### config.mk
export PLATFORM = sky130hd
export DESIGN_NAME = lsu_mem_access
export DESIGN_NICKNAME = d
export VERILOG_FILES = /design/src/rtl/lsu_mem_access.sv
export SDC_FILE = /design/constraint.sdc
export NUM_CORES = 1
export LEC_CHECK = 0
export ABC_AREA = 1
export BUFFER_PORTS_ARGS = -buffer_cell sky130_fd_sc_hd__buf_2
export CORE_ASPECT_RATIO = 0.6
export CORE_UTILIZATION = 40
export CTS_CLUSTER_SIZE = 25
export DETAILED_ROUTE_END_ITERATION = 12
export GPL_TIMING_DRIVEN = 0
export PLACE_DENSITY_LB_ADDON = 0.08
export SLEW_MARGIN = 0
export SYNTH_ARGS = -nofsm -noshare
export SYNTH_HDL_FRONTEND = slang
export SYNTH_SLANG_ARGS = --single-unit
### constraint.sdc
create_clock -name clk -period 5.6 [get_ports clk]
set_clock_uncertainty 0.15 [all_clocks]
set_input_delay 0.84 -clock clk [delete_from_list [all_inputs] [get_ports clk]]
set_output_delay 0.84 -clock clk [all_outputs]
set_load 0.03 [all_outputs]
### src/rtl/lsu_mem_access.sv
// rtl/lsu_mem_access.sv - multi-cycle load/store unit feeding the LDX load-extension stage
// One transaction at a time: check, issue a lane-aligned memory request, return right-justified bytes.
module lsu_mem_access #(
  parameter int unsigned TIMEOUT_CYCLES = 255
) (
  input  logic        clk,
  input  logic        rst,
  input  logic        req_valid,
  output logic        req_ready,
  input  logic        req_we,
  input  logic [2:0]  req_funct3,
  input  logic [31:0] req_addr,
  input  logic [31:0] req_wdata,
  output logic        mem_valid,
  input  logic        mem_ready,
  output logic [31:0] mem_addr,
  output logic [3:0]  mem_we,
  output logic [31:0] mem_wdata,
  input  logic        mem_rvalid,
  input  logic [31:0] mem_rdata,
  output logic        resp_valid,
  output logic [31:0] resp_data,
  output logic [2:0]  resp_ldx_sel,
  output logic        resp_err
);

  localparam logic [7:0] TIMEOUT_LIMIT = 8'(TIMEOUT_CYCLES);

  typedef enum logic [1:0] {IDLE, REQ, WAIT_R, RESP} state_t;

  state_t      state_q, state_d;
  logic [1:0]  off_q, off_d;
  logic [2:0]  f3_q, f3_d;
  logic        we_q, we_d;
  logic [7:0]  cnt_q, cnt_d;

  logic        mem_valid_d;
  logic [31:0] mem_addr_d;
  logic [3:0]  mem_we_d;
  logic [31:0] mem_wdata_d;
  logic        resp_valid_d;
  logic [31:0] resp_data_d;
  logic [2:0]  resp_ldx_sel_d;
  logic        resp_err_d;

  logic        req_legal;
  logic [3:0]  store_mask;
  logic [31:0] rd_shifted;
  logic [31:0] load_data;
  logic [2:0]  load_sel;

  assign req_ready = (state_q == IDLE) && !rst;

  // Alignment and funct3 legality of the request being offered this cycle.
  always_comb begin
    req_legal = 1'b0;
    case (req_funct3)
      3'b000:  req_legal = 1'b1;
      3'b001:  req_legal = ~req_addr[0];
      3'b010:  req_legal = (req_addr[1:0] == 2'b00);
      3'b100:  req_legal = ~req_we;
      3'b101:  req_legal = ~req_we & ~req_addr[0];
      default: req_legal = 1'b0;
    endcase
  end

  always_comb begin
    store_mask = 4'b1111;
    case (req_funct3[1:0])
      2'b00:   store_mask = 4'b0001 << req_addr[1:0];
      2'b01:   store_mask = 4'b0011 << req_addr[1:0];
      default: store_mask = 4'b1111;
    endcase
  end

  assign rd_shifted = mem_rdata >> {off_q, 3'b000};

  always_comb begin
    load_data = rd_shifted;
    load_sel  = 3'b000;
    case (f3_q[1:0])
      2'b00:   load_data = {24'h0, rd_shifted[7:0]};
      2'b01:   load_data = {16'h0, rd_shifted[15:0]};
      default: load_data = rd_shifted;
    endcase
    case (f3_q)
      3'b010:  load_sel = 3'b000;
      3'b101:  load_sel = 3'b001;
      3'b001:  load_sel = 3'b010;
      3'b100:  load_sel = 3'b011;
      3'b000:  load_sel = 3'b100;
      default: load_sel = 3'b000;
    endcase
  end

  always_comb begin
    state_d        = state_q;
    off_d          = off_q;
    f3_d           = f3_q;
    we_d           = we_q;
    cnt_d          = cnt_q;
    mem_valid_d    = mem_valid;
    mem_addr_d     = mem_addr;
    mem_we_d       = mem_we;
    mem_wdata_d    = mem_wdata;
    resp_valid_d   = 1'b0;
    resp_data_d    = resp_data;
    resp_ldx_sel_d = resp_ldx_sel;
    resp_err_d     = resp_err;
    case (state_q)
      IDLE: begin
        if (req_valid) begin
          off_d = req_addr[1:0];
          f3_d  = req_funct3;
          we_d  = req_we;
          if (!req_legal) begin
            state_d        = RESP;
            resp_valid_d   = 1'b1;
            resp_data_d    = 32'h0;
            resp_ldx_sel_d = 3'b000;
            resp_err_d     = 1'b1;
          end else begin
            state_d     = REQ;
            mem_valid_d = 1'b1;
            mem_addr_d  = {req_addr[31:2], 2'b00};
            mem_we_d    = req_we ? store_mask : 4'b0000;
            mem_wdata_d = req_we ? (req_wdata << {req_addr[1:0], 3'b000}) : 32'h0;
          end
        end
      end
      REQ: begin
        if (mem_ready) begin
          mem_valid_d = 1'b0;
          if (we_q) begin
            state_d        = RESP;
            resp_valid_d   = 1'b1;
            resp_data_d    = 32'h0;
            resp_ldx_sel_d = 3'b000;
            resp_err_d     = 1'b0;
          end else begin
            state_d = WAIT_R;
            cnt_d   = 8'd0;
          end
        end
      end
      WAIT_R: begin
        cnt_d = cnt_q + 8'd1;
        // A read arriving on the final allowed cycle still counts as success.
        if (mem_rvalid) begin
          state_d        = RESP;
          resp_valid_d   = 1'b1;
          resp_data_d    = load_data;
          resp_ldx_sel_d = load_sel;
          resp_err_d     = 1'b0;
        end else if (cnt_q + 8'd1 == TIMEOUT_LIMIT) begin
          state_d        = RESP;
          resp_valid_d   = 1'b1;
          resp_data_d    = 32'h0;
          resp_ldx_sel_d = 3'b000;
          resp_err_d     = 1'b1;
        end
      end
      RESP: begin
        state_d = IDLE;
      end
      default: state_d = IDLE;
    endcase
  end

  always_ff @(posedge clk or posedge rst) begin
    if (rst) begin
      state_q      <= IDLE;
      off_q        <= 2'b00;
      f3_q         <= 3'b000;
      we_q         <= 1'b0;
      cnt_q        <= 8'd0;
      mem_valid    <= 1'b0;
      mem_addr     <= 32'h0;
      mem_we       <= 4'b0000;
      mem_wdata    <= 32'h0;
      resp_valid   <= 1'b0;
      resp_data    <= 32'h0;
      resp_ldx_sel <= 3'b000;
      resp_err     <= 1'b0;
    end else begin
      state_q      <= state_d;
      off_q        <= off_d;
      f3_q         <= f3_d;
      we_q         <= we_d;
      cnt_q        <= cnt_d;
      mem_valid    <= mem_valid_d;
      mem_addr     <= mem_addr_d;
      mem_we       <= mem_we_d;
      mem_wdata    <= mem_wdata_d;
      resp_valid   <= resp_valid_d;
      resp_data    <= resp_data_d;
      resp_ldx_sel <= resp_ldx_sel_d;
      resp_err     <= resp_err_d;
    end
  end

endmodule
==> summary by stage <==
Status
The flow ran to the end, and the final reports show no timing, DRC or antenna violations.

Detailed routing
Dividing the detail-routed via count by the number of cells gives 5.02. In the final routed layout, each cell accounts on average for 15.6 µm. The post-route antenna net violation count is 0.

For this block, the initial DRC count from the detailed router was 657. The final routed DRC violation total is 0. Summing over every cut layer, the via total after detailed routing is 6,340. The routed design has 19,700 µm of wire.

The first-pass iteration count of the detailed router is 5.

Synthesis
During synthesis, Yosys emitted a total of 0 warnings. The number of synthesized flops with an enable pin is 0. The total standard cell area after synthesis is 6220 µm². After synthesis, the mean cell area works out to 7.55 µm². Of all flip-flops after synthesis, the portion carrying an async set or reset was 100%.

The gate count of the mapped netlist is 824. In this run, synthesis produced a sequential element count of 120. The post-synthesis sequential area ratio is 48.2%. The dominant synthesized flop cell is sky130_fd_sc_hd__dfrtp_1. Yosys mapped the design onto 32 distinct sky130hd cell types.

Floorplan
The core area is 14,800 µm². The die covers 16,100 µm². The floorplan has 34 rows. The initial cell density of the core is 41.9%.

212 I/O pins were placed. From left edge to right edge, the die measures 163 µm. The die is 98.6 µm tall.

Setup path
Counting both buffers and inverters, the worst setup path holds a total of 3. The cell that appears most often on the critical path is sky130_fd_sc_hd__inv_1. Broken down by cell family, the worst path's largest delay share belongs to buffers and inverters. At the worst endpoint, the arrival time is 1.65 ns. The largest fanout of any net on the critical path is 5. The kind of critical path is register to output pin. The delay of the slowest critical-path stage is 0.41 ns. At the worst endpoint, the required time is 4.61 ns. Traced cell by cell, the critical path runs through inv_1 > ha_1 > inv_1 > nor2_1 > buf_2. The slowest stage of the critical path is the sky130_fd_sc_hd__dfrtp_1 cell.

The endpoint kind of the worst setup timing path is an output pin. The worst setup path is launched from a register.

Placed design
The post-placement cell count is 1,232. Before CTS, the worst setup slack after placement is 3.00 ns. During placement, the flow inserted port buffers numbering 208. The placer's final routability congestion estimate is 0.948.

The half-perimeter wire length of the detailed placement result is 15,000 µm.

Clocking
Clock tree synthesis inserted a total of 17 buffers. The H-tree was split into 4 levels. The CTS tree is built.

The maximum count of clock buffers along a single path is 2. The buffer cell driving the clock tree root is sky130_fd_sc_hd__clkbuf_16. The post-cts resize count is 0. For this design, the CTS-stage hold fixing added 0 buffers. The clock insertion delay at the later pin of the skew report is 0.41 ns. Post-CTS timing repair inserted 0 buffers for setup. The clock transition at the registers of the reported paths is 0.06 ns.

The clock net in this run drives a total of 120 sinks.

Finish
The post-route netlist has 26.5% of its cells at a drive strength greater than 1. At the end of the flow the core is filled with cells to 54.7%. The layout filler cell count is 1,450.

The most common cell after layout, fill and taps aside is sky130_fd_sc_hd__nand2_1. The final standard cell count with taps included and fillers excluded is 1,264. The final antenna diode count is 0. The layout net count is 1,165. The library cells used most frequently in the layout, excluding fill and tap cells, are 344 x sky130_fd_sc_hd__nand2_1, 226 x sky130_fd_sc_hd__buf_2, 120 x sky130_fd_sc_hd__dfrtp_1, 70 x sky130_fd_sc_hd__o21ai_0, 54 x sky130_fd_sc_hd__inv_1. The post-synthesis to final-layout area growth is 30.5%.

Global routing
The most heavily used metal layer in global routing is met1. The initial antenna violation count is 0. For this run, global-route usage on met1 was measured as 40.0%. The met3 usage is 8.75%.

The first global-routing pass estimated 31,200 µm of wire. Entering global routing, the biggest net connects 84 pins. Global routing used 25.5% of the available tracks across all layers. The met2 track demand over resource is 32.2%. After global routing the overflow that remains totals 0. The via count of the first global-routing pass is 5,904.

Timing
The max-slew violation count is 0. For this run, the top clock speed supported by timing is 0.378 GHz. The worst path needs 2.64 ns of the cycle, external delays included. The actual slew at the worst max-slew pin is 0.575 ns. In this run the tightest slew margin relative to its limit is 61.5%. Setup repair after global routing left no endpoint under its margin. Of the available clock period, the critical path in the final layout requires 47.2%. The worst setup margin is 2.96 ns. Setup violations remaining at the end of the flow were counted as 0. The final number of hold-violating endpoints was 0. The worst hold slack is 0.282 ns.

Pwr
The peak supply drop is 0.261 mV. The power density of the placed cells is 539 nW/µm². The static leakage is 4.53 nW.

Flow run
The reported max-cap violation count is 0.

Worst hold path
The classification of the worst-slack hold path is input pin to asynchronous set/reset pin.
==> state kept, by name, summed over array words and instances, names as in the netlist <==
register,count
mem_valid,1
mem_wdata,32
resp_valid,1
mem_addr,30
we_q,1
off_q,2
resp_err,1
cnt_q,8
resp_data,32
resp_ldx_sel,3
mem_we,4
state_q,2
f3_q,3
==> area by class of cell <==
class	instances	area [µm²]	share of cell area, %
flip-flops and latches	120	3000	37.0
repair buffers	209	1070	13.2
clock buffers	20	457	5.62
multi-input cells	594	2720	33.5
plain buffers	51	278	3.42
well taps	198	248	3.05
clock inverters	12	118	1.45
inverters	60	230	2.83
==> cells in the mapped netlist, types with 3 or more instances <==
cell type,n,area (µm²)
sky130_fd_sc_hd__nand3_2,3,30.0
sky130_fd_sc_hd__inv_1,55,206
sky130_fd_sc_hd__a21oi_1,12,60.1
sky130_fd_sc_hd__nor2_1,37,139
sky130_fd_sc_hd__o31ai_1,8,60.1
sky130_fd_sc_hd__buf_2,18,90.1
sky130_fd_sc_hd__clkbuf_1,22,82.6
sky130_fd_sc_hd__nor3_1,6,30.0
sky130_fd_sc_hd__nand4_1,38,238
sky130_fd_sc_hd__a31oi_1,18,113
sky130_fd_sc_hd__buf_4,3,22.5
sky130_fd_sc_hd__nand2_1,344,1290
sky130_fd_sc_hd__o21ai_1,11,55.1
sky130_fd_sc_hd__inv_2,3,11.3
sky130_fd_sc_hd__dfrtp_1,120,3000
sky130_fd_sc_hd__nand3_1,16,80.1
sky130_fd_sc_hd__ha_1,7,87.6
sky130_fd_sc_hd__o21ai_0,70,350
sky130_fd_sc_hd__o22ai_1,12,75.1
sky130_fd_sc_hd__buf_6,7,78.8
==> where the power goes <==
part / switching, mW / internal, mW / leakage [nW]
combinational: 1.44 / 0.532 / 2.68
clock: 0.420 / 0.639 / 0.270
sequential: 0.185 / 1.17 / 1.59
total: 2.04 / 2.34 / 4.53
==> layer usage <==
layer	share of wire (%)	vias to the layer above
met5	0	-
met4	1.1	0
met3	11	25
met2	38	280
met1	51	2897
li1	-	3138
==> metrics by stage <==
step / power, mW / TNS, ns / cell area, µm²
3_5_place_dp: 3.32 / 0 / 7550
4_1_cts: 4.39 / 0 / 8120
2_1_floorplan: 2.69 / 0 / 6230
5_1_grt: 4.69 / 0 / 8120
6_report: 4.38 / 0 / 8120
3_3_place_gp: 3.31 / -20.58 / 7520
==> cell families (layout without fill, tap and decap cells) <==
kind of cell / after synthesis / count (layout) / synth area share [%]
AOI/OAI and AO/OA: 134 / 134 / 12.0
other: 1 / 2 / 0.0602
buffers and inverters: 111 / 352 / 8.08
xor gates and xnor gates: 1 / 1 / 0.141
DFF: 120 / 120 / 48.2
and+or+nand+nor: 450 / 450 / 30.1
adders and majority gates: 7 / 7 / 1.41
==> path summary, 6_finish.rpt <==
| path | from | endpoint | slack, ns | cells past startpoint |
|---|---|---|---|---|
| min | rst | resp_data[2]$_DFFE_PP0P_ | 0.28 | 2 |
| min in group clk | mem_addr[29]$_DFFE_PP0P_ | mem_addr[29]$_DFFE_PP0P_ | 0.31 | 2 |
| max | state_q[0]$_DFFE_PP0P_ | req_ready | 2.96 | 5 |
| max reg2reg | state_q[1]$_DFFE_PP0P_ | resp_data[8]$_DFFE_PP0P_ | 3.17 | 11 |
| min reg2reg | mem_addr[29]$_DFFE_PP0P_ | mem_addr[29]$_DFFE_PP0P_ | 0.31 | 2 |
| max in group asynchronous | rst | resp_data[25]$_DFFE_PP0P_ | 4.29 | 3 |
Note: power is estimated with default switching activity, not from simulation.
